[config.mk]
export PLATFORM = sky130hd
export DESIGN_NAME = commit_arbiter
export DESIGN_NICKNAME = d
export VERILOG_FILES = /design/src/rtl/commit_arbiter_pkg.sv /design/src/rtl/commit_arbiter_rr_priority_picker.sv /design/src/rtl/commit_arbiter.sv
export SDC_FILE = /design/constraint.sdc
export NUM_CORES = 1
export LEC_CHECK = 0
export CAP_MARGIN = 10
export CELL_PAD_IN_SITES_DETAIL_PLACEMENT = 0
export CELL_PAD_IN_SITES_GLOBAL_PLACEMENT = 1
export CORE_AREA = 8 8 112 114
export DETAILED_ROUTE_END_ITERATION = 12
export DIE_AREA = 0 0 120 122
export DONT_BUFFER_PORTS = 1
export PLACE_DENSITY_LB_ADDON = 0.1
export SLEW_MARGIN = 10
export SYNTH_ARGS = -nofsm -noshare
export SYNTH_HDL_FRONTEND = slang
export SYNTH_HIERARCHICAL = 1
export SYNTH_SLANG_ARGS = --single-unit
[constraint.sdc]
create_clock -name Clock -period 4.45 [get_ports Clock]
set_input_delay 0.89 -clock Clock [delete_from_list [all_inputs] [get_ports Clock]]
set_output_delay 0.89 -clock Clock [all_outputs]
set_load 0.01 [all_outputs]
[src/rtl/commit_arbiter_pkg.sv]
// Shared commit-bus definitions: packet layout macros and the default arbiter sizing.
// Bit ranges within one commit packet; X/Y/Z carry the 16-bit result lanes.
`ifndef COMMIT_DEFS_SVH
`define COMMIT_DEFS_SVH
`define COMMIT_RSID_RNG 3:0
`define COMMIT_WE_RNG 4
`define COMMIT_DST_RNG 9:5
`define X_RNG 25:10
`define Y_RNG 41:26
`define Z_RNG 57:42
`define COMMIT_PACKET_SIZE 58
`define NUM_RS_STATIONS 4
`endif

package commit_arbiter_pkg;
  localparam int COMMIT_PACKET_SIZE = `COMMIT_PACKET_SIZE;
  localparam int NUM_RS_STATIONS = `NUM_RS_STATIONS;
endpackage

[src/rtl/commit_arbiter_rr_priority_picker.sv]
// Combinational round-robin picker: first set request at or after the pointer, wrapping.
module rr_priority_picker #(
  parameter int N = 4,
  localparam int IW = (N > 1) ? $clog2(N) : 1
) (
  input  logic [N-1:0]  iRequest,
  input  logic [IW-1:0] iPointer,
  output logic [N-1:0]  oGrant,
  output logic [IW-1:0] oIndex,
  output logic          oAny
);
  logic [2*N-1:0] doubled;
  logic [N-1:0]   rotated;
  logic [IW:0]    sum;
  logic           found;

  always_comb begin
    doubled = {iRequest, iRequest};
    // Slicing the doubled vector at the pointer rotates the pointer's station to bit 0.
    rotated = doubled[{1'b0, iPointer} +: N];
    found   = 1'b0;
    sum     = '0;
    oIndex  = '0;
    oGrant  = '0;
    for (int k = 0; k < N; k++) begin
      if (rotated[k] && !found) begin
        found = 1'b1;
        sum = {1'b0, iPointer} + (IW+1)'(k);
        if (sum >= (IW+1)'(N)) sum = sum - (IW+1)'(N);
        oIndex = sum[IW-1:0];
      end
    end
    oAny = found;
    oGrant[oIndex] = found;
  end
endmodule

[src/rtl/commit_arbiter.sv]
// Commit-bus arbiter: grants one reservation station per cycle round-robin and
// registers the winner's packet onto the shared commit bus.
module commit_arbiter
  import commit_arbiter_pkg::*;
#(
  parameter int NUM_STATIONS = NUM_RS_STATIONS,
  parameter int PACKET_W = COMMIT_PACKET_SIZE,
  localparam int IDX_W = (NUM_STATIONS > 1) ? $clog2(NUM_STATIONS) : 1
) (
  input  logic                         Clock,
  input  logic                         Reset,
  input  logic [NUM_STATIONS-1:0]      iCommitRequest,
  input  logic [NUM_STATIONS*PACKET_W-1:0] iCommitData,
  input  logic                         iStall,
  output logic [NUM_STATIONS-1:0]      oCommitGranted,
  output logic                         oCommitValid,
  output logic [PACKET_W-1:0]          oCommitData,
  output logic [IDX_W-1:0]             oWinnerId
);
  logic [NUM_STATIONS-1:0] mask;
  logic [NUM_STATIONS-1:0] eligible;
  logic [NUM_STATIONS-1:0] pickGrant;
  logic [IDX_W-1:0]        rrPointer;
  logic [IDX_W-1:0]        pickIndex;
  logic [IDX_W-1:0]        nextPointer;
  logic                    pickAny;

  // A station still shows its request the cycle after its grant; the mask hides it.
  assign eligible = iCommitRequest & ~mask;

  rr_priority_picker #(.N(NUM_STATIONS)) uPicker (
    .iRequest (eligible),
    .iPointer (rrPointer),
    .oGrant   (pickGrant),
    .oIndex   (pickIndex),
    .oAny     (pickAny)
  );

  always_comb begin
    nextPointer = pickIndex + IDX_W'(1);
    if (pickIndex == IDX_W'(NUM_STATIONS - 1)) nextPointer = '0;
  end

  always_ff @(posedge Clock) begin
    if (Reset) begin
      oCommitGranted <= '0;
      oCommitValid   <= 1'b0;
      oCommitData    <= '0;
      oWinnerId      <= '0;
      rrPointer      <= '0;
      mask           <= '0;
    end else if (iStall) begin
      // Pointer and mask freeze so arbitration resumes exactly where it stopped.
      oCommitGranted <= '0;
      oCommitValid   <= 1'b0;
    end else begin
      oCommitGranted <= pickGrant;
      oCommitValid   <= pickAny;
      mask           <= pickGrant;
      if (pickAny) begin
        oCommitData <= iCommitData[int'(pickIndex)*PACKET_W +: PACKET_W];
        oWinnerId   <= pickIndex;
        rrPointer   <= nextPointer;
      end
    end
  end
endmodule
==> results of run 1 <==
==> tightest hold or removal path, cell delays in order (launching register included) <==
cell and delay [ps]:
dfxtp_1 310, nand2_1 50, a21oi_1 50
==> metrics by stage <==
stage,area [µm²],setup WS [ps],std cells,utilization [%]
floorplan,3930,1650,409,-
CTS,4160,1230,533,38.9
finish,4160,1230,533,38.9
global placement,4010,914,519,37.5
detailed placement,4010,882,519,37.5
global route,4160,1020,533,38.9
==> worst paths after layout <==
path                           from             end  slack (ps)  cells after the start
setup / recovery  iCommitRequest[0]  oCommitData[0]        1230                      8
hold / removal              mask[3]         mask[3]         460                      2
setup reg to reg            mask[0]  oCommitData[0]        1470                      8
hold reg to reg             mask[3]         mask[3]         460                      2
==> flip-flops by register name, indices dropped and copies added (netlist names) <==
register and cells:
oWinnerId 2, oCommitData 58, oCommitGranted 4, oCommitValid 1
rrPointer 2, mask 4
==> Yosys cell counts (2+ instances only) <==
cell type,instances
a21o_1,57
a21oi_1,12
buf_1,10
buf_2,8
buf_6,3
clkbuf_1,14
dfxtp_1,71
inv_1,4
mux2i_1,116
nand2_1,13
nand2b_1,7
nor2_1,13
nor2b_1,6
nor3_1,2
o21ai_0,2
o22ai_1,57
==> cell families after synthesis <==
kind of cell	Yosys count	share of synthesized area [%]
simple gates	45	5.73
buf+inv	40	4.74
fa+ha+maj	1	0.318
mux	116	29.5
flops	71	36.2
compound gates	136	23.5
==> where the power goes <==
group          switching, mW  internal [mW]  leakage [nW]  total (mW)
Sequential             0.109          0.720         0.584       0.829
Clock                  0.225          0.195        0.0761       0.420
Combinational          0.240          0.239          1.38       0.479
==> layout make-up <==
cell class | instances | area [µm²] | share of cell area [%]
multi-input cells | 298 | 2350 | 56.7
clock inverters | 2 | 10.0 | 0.241
repair buffers | 6 | 45.0 | 1.08
clock buffers | 12 | 135 | 3.25
well taps | 140 | 175 | 4.21
inverters | 4 | 15.0 | 0.361
flip-flops and latches | 71 | 1420 | 34.2
==> routing by layer <==
layer  wire length [µm]  part of all wire (%)  up-vias
met5                  0                     0        -
met4                114                  0.90        0
met1               4480                    35     1404
li1                   -                     -     1494
met2               6710                    53      181
met3               1410                    11        7
==> results.sh, run 1 <==
export IMPL_status="complete, no violations"
export IMPL_start_util_pct=36.7
export IMPL_fmax_mhz=310
export IMPL_fin_setup_tns_ps=0
export IMPL_slew_headroom_pct=34.9
export IMPL_holdWs_ps=456
export IMPL_nNetsFinal=630
export IMPL_drtIter0Drc=67
export IMPL_use_met3_pct=7.87
export IMPL_grt_ovfl_total=0
export IMPL_ys_top_cells_by_area="dfxtp_1 (36%), mux2i_1 (30%), a21o_1 (11%)"
export IMPL_ir_drop_mv=0.177
export IMPL_total_power_mw=1.73
export IMPL_cpMostUsedCell="a21oi_1"
export IMPL_antenna_found_initial=0
export IMPL_post_synth_cell_area_avg_um2=9.61
export IMPL_report_final_slew_viol_count=0
export IMPL_p_leak_nw=2.04
export IMPL_synth_warnings=6
export IMPL_yosysTopAreaCellShare_pct=36.2
export IMPL_setup_violations_final=0
export IMPL_area_delta_synth_final_pct=5.73
export IMPL_fin_crit_ps=3220
export IMPL_drc=0
export IMPL_hold_viol=0
export IMPL_path_clk_slew_ps=70
export IMPL_crit_chain="nor2b_1, a21oi_1, o21ai_0, a21oi_1, or4b_2, buf_4, o22ai_1, a21o_1"
export IMPL_gp_congestion=0.749
export IMPL_synth_edff_count=0
export IMPL_design_core_area_um2=10700
export IMPL_crit_type="in2reg"
export IMPL_clock_sinks=71
export IMPL_die_y_um=122
export IMPL_period_share_pct=72.4
export IMPL_antennaDiodeCount=0
export IMPL_met2_usage_pct=29.0
export IMPL_antenna_left=0
export IMPL_vias=3086
export IMPL_busiest_layer="met2"
export IMPL_ios=304
export IMPL_cts_repair_resized=0
export IMPL_synth_flop_cell="dfxtp_1"
export IMPL_critPathBufInv=1
export IMPL_cts_tree="done"
export IMPL_clk_latency_ps=340
export IMPL_vias_per_cell=5.79
export IMPL_synth_area_leader_cell="dfxtp_1"
export IMPL_slowest_stage="or4b_2"
export IMPL_wl_um=12700
export IMPL_ys_ff_latch=71
export IMPL_slowest_delay_ps=980
export IMPL_rsz0062_at_grt="false"
export IMPL_die_w_um=120
export IMPL_drive_above_1_share_pct=5.85
export IMPL_synth_cell_area_um2=3930
export IMPL_synth_seq_area_share_pct=36.2
export IMPL_grt_pass1_vias=3349
export IMPL_synth_nets=649
export IMPL_port_buffer_count=0
export IMPL_cts_hold_buf=0
export IMPL_cts_root_buf="clkbuf_8"
export IMPL_cp_data_arrival_time_ps=3510
export IMPL_firstDrtPassIters=4
export IMPL_syn_inst=409
export IMPL_grt_pass1_wl_um=19000
export IMPL_fp_row_count=38
export IMPL_worstSetupStartpointType="input port"
export IMPL_power_density_nw_per_um2=416
export IMPL_fillerInstances=1083
export IMPL_die_area_um2=14600
export IMPL_htreeDepth=3
export IMPL_mostFrequentLayoutCells="mux2i_1 (116), dfxtp_1 (71), o22ai_1 (57), a21o_1 (57), nand2_1 (13)"
export IMPL_end_kind="flop"
export IMPL_grt_max_degree=64
export IMPL_cp_data_required_time_ps=4740
export IMPL_use_met1_pct=16.2
export IMPL_grt_usage_pct=16.2
export IMPL_timing_max_cap_violations=0
export IMPL_min_path_type="reg2reg"
export IMPL_skew_ps=6.70
export IMPL_wl_per_cell_um=23.9
export IMPL_worst_pin_slew_ps=977
export IMPL_ys_async_sr_fraction_pct=0
export IMPL_max_clock_path_buffers=2
export IMPL_worstPathMaxFanout=32
export IMPL_mostFrequentLayoutCell="mux2i_1"
export IMPL_crit_family="simple AND/OR/NAND/NOR gates"
export IMPL_cts_buffers=9
export IMPL_synth_cell_types=30
export IMPL_dp_hpwl_um=10300
export IMPL_cts_setup_buffers=0
Power figures use the tool's default switching activity.
==> run 2, diff against run 1 <==
--- a/config.mk
+++ b/config.mk
@@ -8,9 +8,9 @@
 export CAP_MARGIN = 10
 export CELL_PAD_IN_SITES_DETAIL_PLACEMENT = 0
 export CELL_PAD_IN_SITES_GLOBAL_PLACEMENT = 1
-export CORE_AREA = 8 8 112 114
+export CORE_AREA = 8 8 113 115
 export DETAILED_ROUTE_END_ITERATION = 12
-export DIE_AREA = 0 0 120 122
+export DIE_AREA = 0 0 121 123
 export DONT_BUFFER_PORTS = 1
 export PLACE_DENSITY_LB_ADDON = 0.1
 export SLEW_MARGIN = 10
==> constraint.sdc (replaced) <==
create_clock -name Clock -period 3.2 [get_ports Clock]
set_input_delay 0.64 -clock Clock [delete_from_list [all_inputs] [get_ports Clock]]
set_output_delay 0.64 -clock Clock [all_outputs]
set_load 0.01 [all_outputs]
==> run 2 against run 1 <==
Effect of this change: final area grew 6.4%; count of clock-buffer cells in the layout shrank 2; setup slack lost 550 ps; core utilization grew 1.1 points.
==> results.sh, run 2 (synthesis results as in run 1) <==
export IMPL_fp_row_count=39
export IMPL_fmax_mhz=397
export IMPL_cts_root_buf="clkbuf_16"
export IMPL_use_met1_pct=16.5
export IMPL_slowest_stage="or4b_2"
export IMPL_worstSetupStartpointType="input port"
export IMPL_grt_max_degree=63
export IMPL_crit_family="simple AND/OR/NAND/NOR gates"
export IMPL_grt_pass1_wl_um=18600
export IMPL_top_regs="oCommitData: 58 flops, mask: 4 flops, oCommitGranted: 4 flops"
export IMPL_period_share_pct=78.7
export IMPL_critPathBufInv=1
export IMPL_dp_cells=525
export IMPL_vias_per_cell=5.70
export IMPL_worst_r2r_endpoint="oCommitData[45]"
export IMPL_hold_path_depth=1
export IMPL_use_met3_pct=6.35
export IMPL_met2_usage_pct=28.9
export IMPL_timing_max_cap_violations=0
export IMPL_design_core_area_um2=11100
export IMPL_ir_drop_mv=0.333
export IMPL_busiest_layer="met2"
export IMPL_start_util_pct=35.5
export IMPL_drive_above_1_share_pct=7.56
export IMPL_holdWs_ps=377
export IMPL_skew_ps=10.5
export IMPL_fin_crit_ps=2520
export IMPL_nNetsFinal=633
export IMPL_clk_latency_ps=330
export IMPL_worst_pin_slew_ps=517
export IMPL_path_clk_slew_ps=60
export IMPL_setup_violations_final=0
export IMPL_end_kind="flop"
export IMPL_report_final_slew_viol_count=0
export IMPL_grt_pass1_vias=3367
export IMPL_final_cells=540
export IMPL_mostFrequentLayoutCell="mux2i_1"
export IMPL_max_clock_path_buffers=2
export IMPL_drc=0
export IMPL_regArea_um2=1420
export IMPL_mostFrequentLayoutCells="mux2i_1 (116), dfxtp_1 (71), o22ai_1 (57), a21o_1 (57), nand2_1 (13)"
export IMPL_cts_tree="done"
export IMPL_fillerInstances=1104
export IMPL_r2r_slack_ps=690
export IMPL_slowest_delay_ps=720
export IMPL_antennaDiodeCount=0
export IMPL_regMostFlops="oCommitData"
export IMPL_wl_per_cell_um=23.7
export IMPL_port_buffer_count=0
export IMPL_cts_hold_buf=0
export IMPL_rsz0062_at_grt="false"
export IMPL_worstPathMaxFanout=37
export IMPL_cp_data_required_time_ps=3470
export IMPL_multiInputGateArea_um2=2350
export IMPL_clock_sinks=71
export IMPL_hold_end="mask[1]"
export IMPL_ios=304
export IMPL_crit_chain="nor2b_1, nand2b_2, a21oi_2, a21oi_1, or4b_2, buf_12, o22ai_1, a21o_1"
export IMPL_crit_type="in2reg"
export IMPL_htreeDepth=3
export IMPL_r2r_start="mask[0]"
export IMPL_cts_buffers=9
export IMPL_cts_repair_resized=0
export IMPL_firstDrtPassIters=4
export IMPL_antenna_found_initial=0
export IMPL_wl_um=12800
export IMPL_dp_hpwl_um=10400
export IMPL_area_delta_synth_final_pct=12.4
export IMPL_cp_data_arrival_time_ps=2790
export IMPL_gp_congestion=0.784
export IMPL_status="complete, no violations"
export IMPL_vias=3078
export IMPL_hold_path_startpoint="Reset"
export IMPL_die_w_um=121
export IMPL_dpl_cell_area_um2=4080
export IMPL_p_leak_nw=2.15
export IMPL_drtIter0Drc=104
export IMPL_r2r_cells=8
export IMPL_cts_setup_buffers=0
export IMPL_grt_usage_pct=15.9
export IMPL_fin_setup_tns_ps=0
export IMPL_min_path_type="in2reg"
export IMPL_grt_ovfl_total=0
export IMPL_hold_viol=0
export IMPL_power_density_nw_per_um2=676
export IMPL_largest_register_ff_count=58
export IMPL_slew_headroom_pct=65.5
export IMPL_antenna_left=0
export IMPL_die_y_um=123
export IMPL_die_area_um2=14900
export IMPL_stdcell_area_um2=4420
[run 2: cell count changes in the layout (fill, tap and decap cells not counted), sizes merged]
cell and delta:
buf +3, bufinv +3, clkinv -1, clkinvlp +1, clkbuf -2
[run 2: worst max-delay path by stage]
stage | start | to | depth (start not counted)
after floorplan | iCommitRequest[1] | oCommitData[44] | 10
after CTS | mask[0] | oCommitData[45] | 8
after global routing | mask[0] | oCommitData[45] | 8
after detailed placement | iCommitRequest[0] | oCommitData[45] | 8
final | iCommitRequest[0] | oCommitData[45] | 8
after global placement | iCommitRequest[0] | oCommitData[45] | 8
[run 2: cell type report]
cell class | instances | area share, %
Clock inverter | 5 | 2.41
Multi-Input combinational cell | 298 | 53.3
Sequential cell | 71 | 32.2
Tap cell | 143 | 4.05
Inverter | 4 | 0.340
Timing Repair Buffer | 9 | 2.38
Clock buffer | 10 | 5.41
[run 2: where the power goes]
part	switching [mW]	internal [mW]
Sequential	0.152	1.00
Combinational	0.335	0.344
Clock	0.378	0.780
Total	0.865	2.13
[run 2: per-stage QoR]
| step | setup slack, ps | total power [mW] | util, % |
|---|---|---|---|
| after floorplan | 653 | 1.72 | - |
| after global placement | 334 | 1.86 | 36.8 |
| after detailed placement | 337 | 1.87 | 36.8 |
| after CTS | 657 | 3.04 | 39.9 |
| after global routing | 485 | 3.14 | 39.9 |
| final | 681 | 2.99 | 39.9 |
[run 2: routing by layer]
layer / up-vias / wire, µm
met5: - / 0
met4: 0 / 130
met3: 10 / 1190
met2: 175 / 6700
met1: 1392 / 4760
li1: 1501 / -
==> run 3, diff against run 2 <==
==> constraint.sdc (replaced) <==
create_clock -name Clock -period 2.47 [get_ports Clock]
set_input_delay 0.494 -clock Clock [delete_from_list [all_inputs] [get_ports Clock]]
set_output_delay 0.494 -clock Clock [all_outputs]
set_load 0.01 [all_outputs]
==> run 3 against run 2 <==
Effect of this change: sequential share of layout area down 0.60 points; clock power increased by 16%; first-iteration DRC count is 40% lower; clock skew decreased by 4.1 ps; die area unchanged; sequential power up 30%.
==> results.sh, run 3 (synthesis results as in run 1) <==
export IMPL_status="complete, no violations"
export IMPL_total_power_mw=3.75
export IMPL_start_util_pct=35.5
export IMPL_nNetsFinal=642
export IMPL_worstSetupStartpointType="flop"
export IMPL_dp_hpwl_um=10500
export IMPL_dpl_cell_area_um2=4190
export IMPL_design_core_area_um2=11100
export IMPL_grt_usage_pct=16.0
export IMPL_cts_buffers=9
export IMPL_htreeDepth=3
export IMPL_p_leak_nw=2.21
export IMPL_antenna_left=0
export IMPL_hold_viol=0
export IMPL_min_path_type="in2reg"
export IMPL_ir_drop_mv=0.440
export IMPL_firstDrtPassIters=4
export IMPL_power_density_nw_per_um2=832
export IMPL_die_area_um2=14900
export IMPL_regArea_um2=1420
export IMPL_largest_register_ff_count=58
export IMPL_cts_tree="done"
export IMPL_top_regs="oCommitData: 58 flops, mask: 4 flops, oCommitGranted: 4 flops"
export IMPL_end_kind="flop"
export IMPL_slowest_stage="or4b_2"
export IMPL_fp_row_count=39
export IMPL_multiInputGateArea_um2=2360
export IMPL_clk_latency_ps=320
export IMPL_cpMostUsedCell="a21oi_1"
export IMPL_fmax_mhz=436
export IMPL_rsz0062_at_grt="false"
export IMPL_fillerInstances=1098
export IMPL_die_w_um=121
export IMPL_clock_sinks=71
export IMPL_antenna_found_initial=1
export IMPL_vias=3151
export IMPL_cts_repair_resized=0
export IMPL_mostFrequentLayoutCells="mux2i_1 (116), dfxtp_1 (71), o22ai_1 (57), a21o_1 (57), nand2_1 (13)"
export IMPL_wl_um=12800
export IMPL_fin_crit_ps=2290
export IMPL_startpoint="rrPointer[1]"
export IMPL_timing_max_cap_violations=0
export IMPL_report_final_slew_viol_count=0
export IMPL_worst_r2r_endpoint="oCommitData[45]"
export IMPL_mostFrequentLayoutCell="mux2i_1"
export IMPL_skew_ps=6.40
export IMPL_drc=0
export IMPL_worst_pin_slew_ps=434
export IMPL_holdWs_ps=234
export IMPL_vias_per_cell=5.72
export IMPL_area_delta_synth_final_pct=14.6
export IMPL_die_y_um=123
export IMPL_grt_ovfl_total=0
export IMPL_ios=304
export IMPL_cp_data_required_time_ps=2740
export IMPL_crit_type="reg2reg"
export IMPL_grt_pass1_wl_um=18700
export IMPL_wl_per_cell_um=23.2
export IMPL_critPathBufInv=1
export IMPL_pre_cts_ws_ps=-58.7
export IMPL_slowest_delay_ps=700
export IMPL_cp_data_arrival_time_ps=2560
export IMPL_r2r_start="rrPointer[1]"
export IMPL_drive_above_1_share_pct=9.34
export IMPL_period_share_pct=92.8
export IMPL_drtIter0Drc=62
export IMPL_setup_violations_final=0
export IMPL_fin_setup_tns_ps=0
export IMPL_regMostFlops="oCommitData"
export IMPL_grt_max_degree=63
export IMPL_crit_family="compound AO/OA/AOI/OAI gates"
export IMPL_cp_endpoint="oCommitData[45]"
export IMPL_cts_setup_buffers=0
export IMPL_max_clock_path_buffers=2
export IMPL_crit_chain="a21oi_1, o21ai_0, a21oi_1, or4b_2, buf_12, o22ai_1, a21o_1"
export IMPL_stdcell_area_um2=4500
export IMPL_port_buffer_count=0
export IMPL_worstPathMaxFanout=37
export IMPL_cp_num_cells=7
export IMPL_cts_hold_buf=0
export IMPL_cts_root_buf="clkbuf_16"
export IMPL_r2r_slack_ps=180
export IMPL_slew_headroom_pct=71.0
export IMPL_r2r_cells=7
export IMPL_setup_slack_ps=179
export IMPL_gp_congestion=0.766
export IMPL_grt_pass1_vias=3315
export IMPL_path_clk_slew_ps=60
==> run 3: cell types whose count changed in the layout (fill, tap and decap cells not counted), sizes merged <==
cell      delta
clkinvlp     -1
clkinv       +1
clkbuf       +2
buf          +9
diode        +1
bufinv       -1
==> run 3: worst register-to-register path: stages (launching register included) <==
cell     delay [ps]
dfxtp_1         540
a21oi_1         110
o21ai_0         160
a21oi_1         100
or4b_2          700
buf_12          200
o22ai_1         310
a21o_1          120
==> run 3: layout make-up <==
type | instances | area share, %
Multi-Input combinational cell | 298 | 52.3
Clock inverter | 4 | 1.56
Sequential cell | 71 | 31.6
Timing Repair Buffer | 18 | 4.94
Tap cell | 143 | 3.97
Inverter | 4 | 0.333
Antenna cell | 1 | 0.0556
Clock buffer | 12 | 5.25
==> run 3: how the worst min path moves through the flow <==
stage	slack (ps)	startpoint	to	cells past startpoint
floorplan	430	mask[3]	mask[3]	2
global placement	440	mask[1]	mask[1]	2
detailed placement	450	mask[1]	mask[1]	2
CTS	220	Reset	mask[1]	1
global route	220	Reset	mask[2]	1
finish	230	Reset	mask[1]	1
==> run 3: per-layer routing <==
metal,global-route usage (%),vias up,share of wire (%)
met5,0,-,0
met3,7.49,7,10
li1,-,1526,-
met2,28.5,176,52
met4,4.06,0,0.73
met1,16.7,1442,37
==> run 3: where the power goes <==
part / internal, mW / switching [mW] / total, mW
clock: 0.881 / 0.454 / 1.34
sequential: 1.30 / 0.198 / 1.50
combinational: 0.474 / 0.440 / 0.915
total: 2.65 / 1.09 / 3.75
==> run 3: through the flow <==
stage                     cells  util [%]
final                       551      40.7
after global routing        551      40.7
after CTS                   550      40.6
after detailed placement    534      37.9
after global placement      534      37.9
after floorplan             409         -
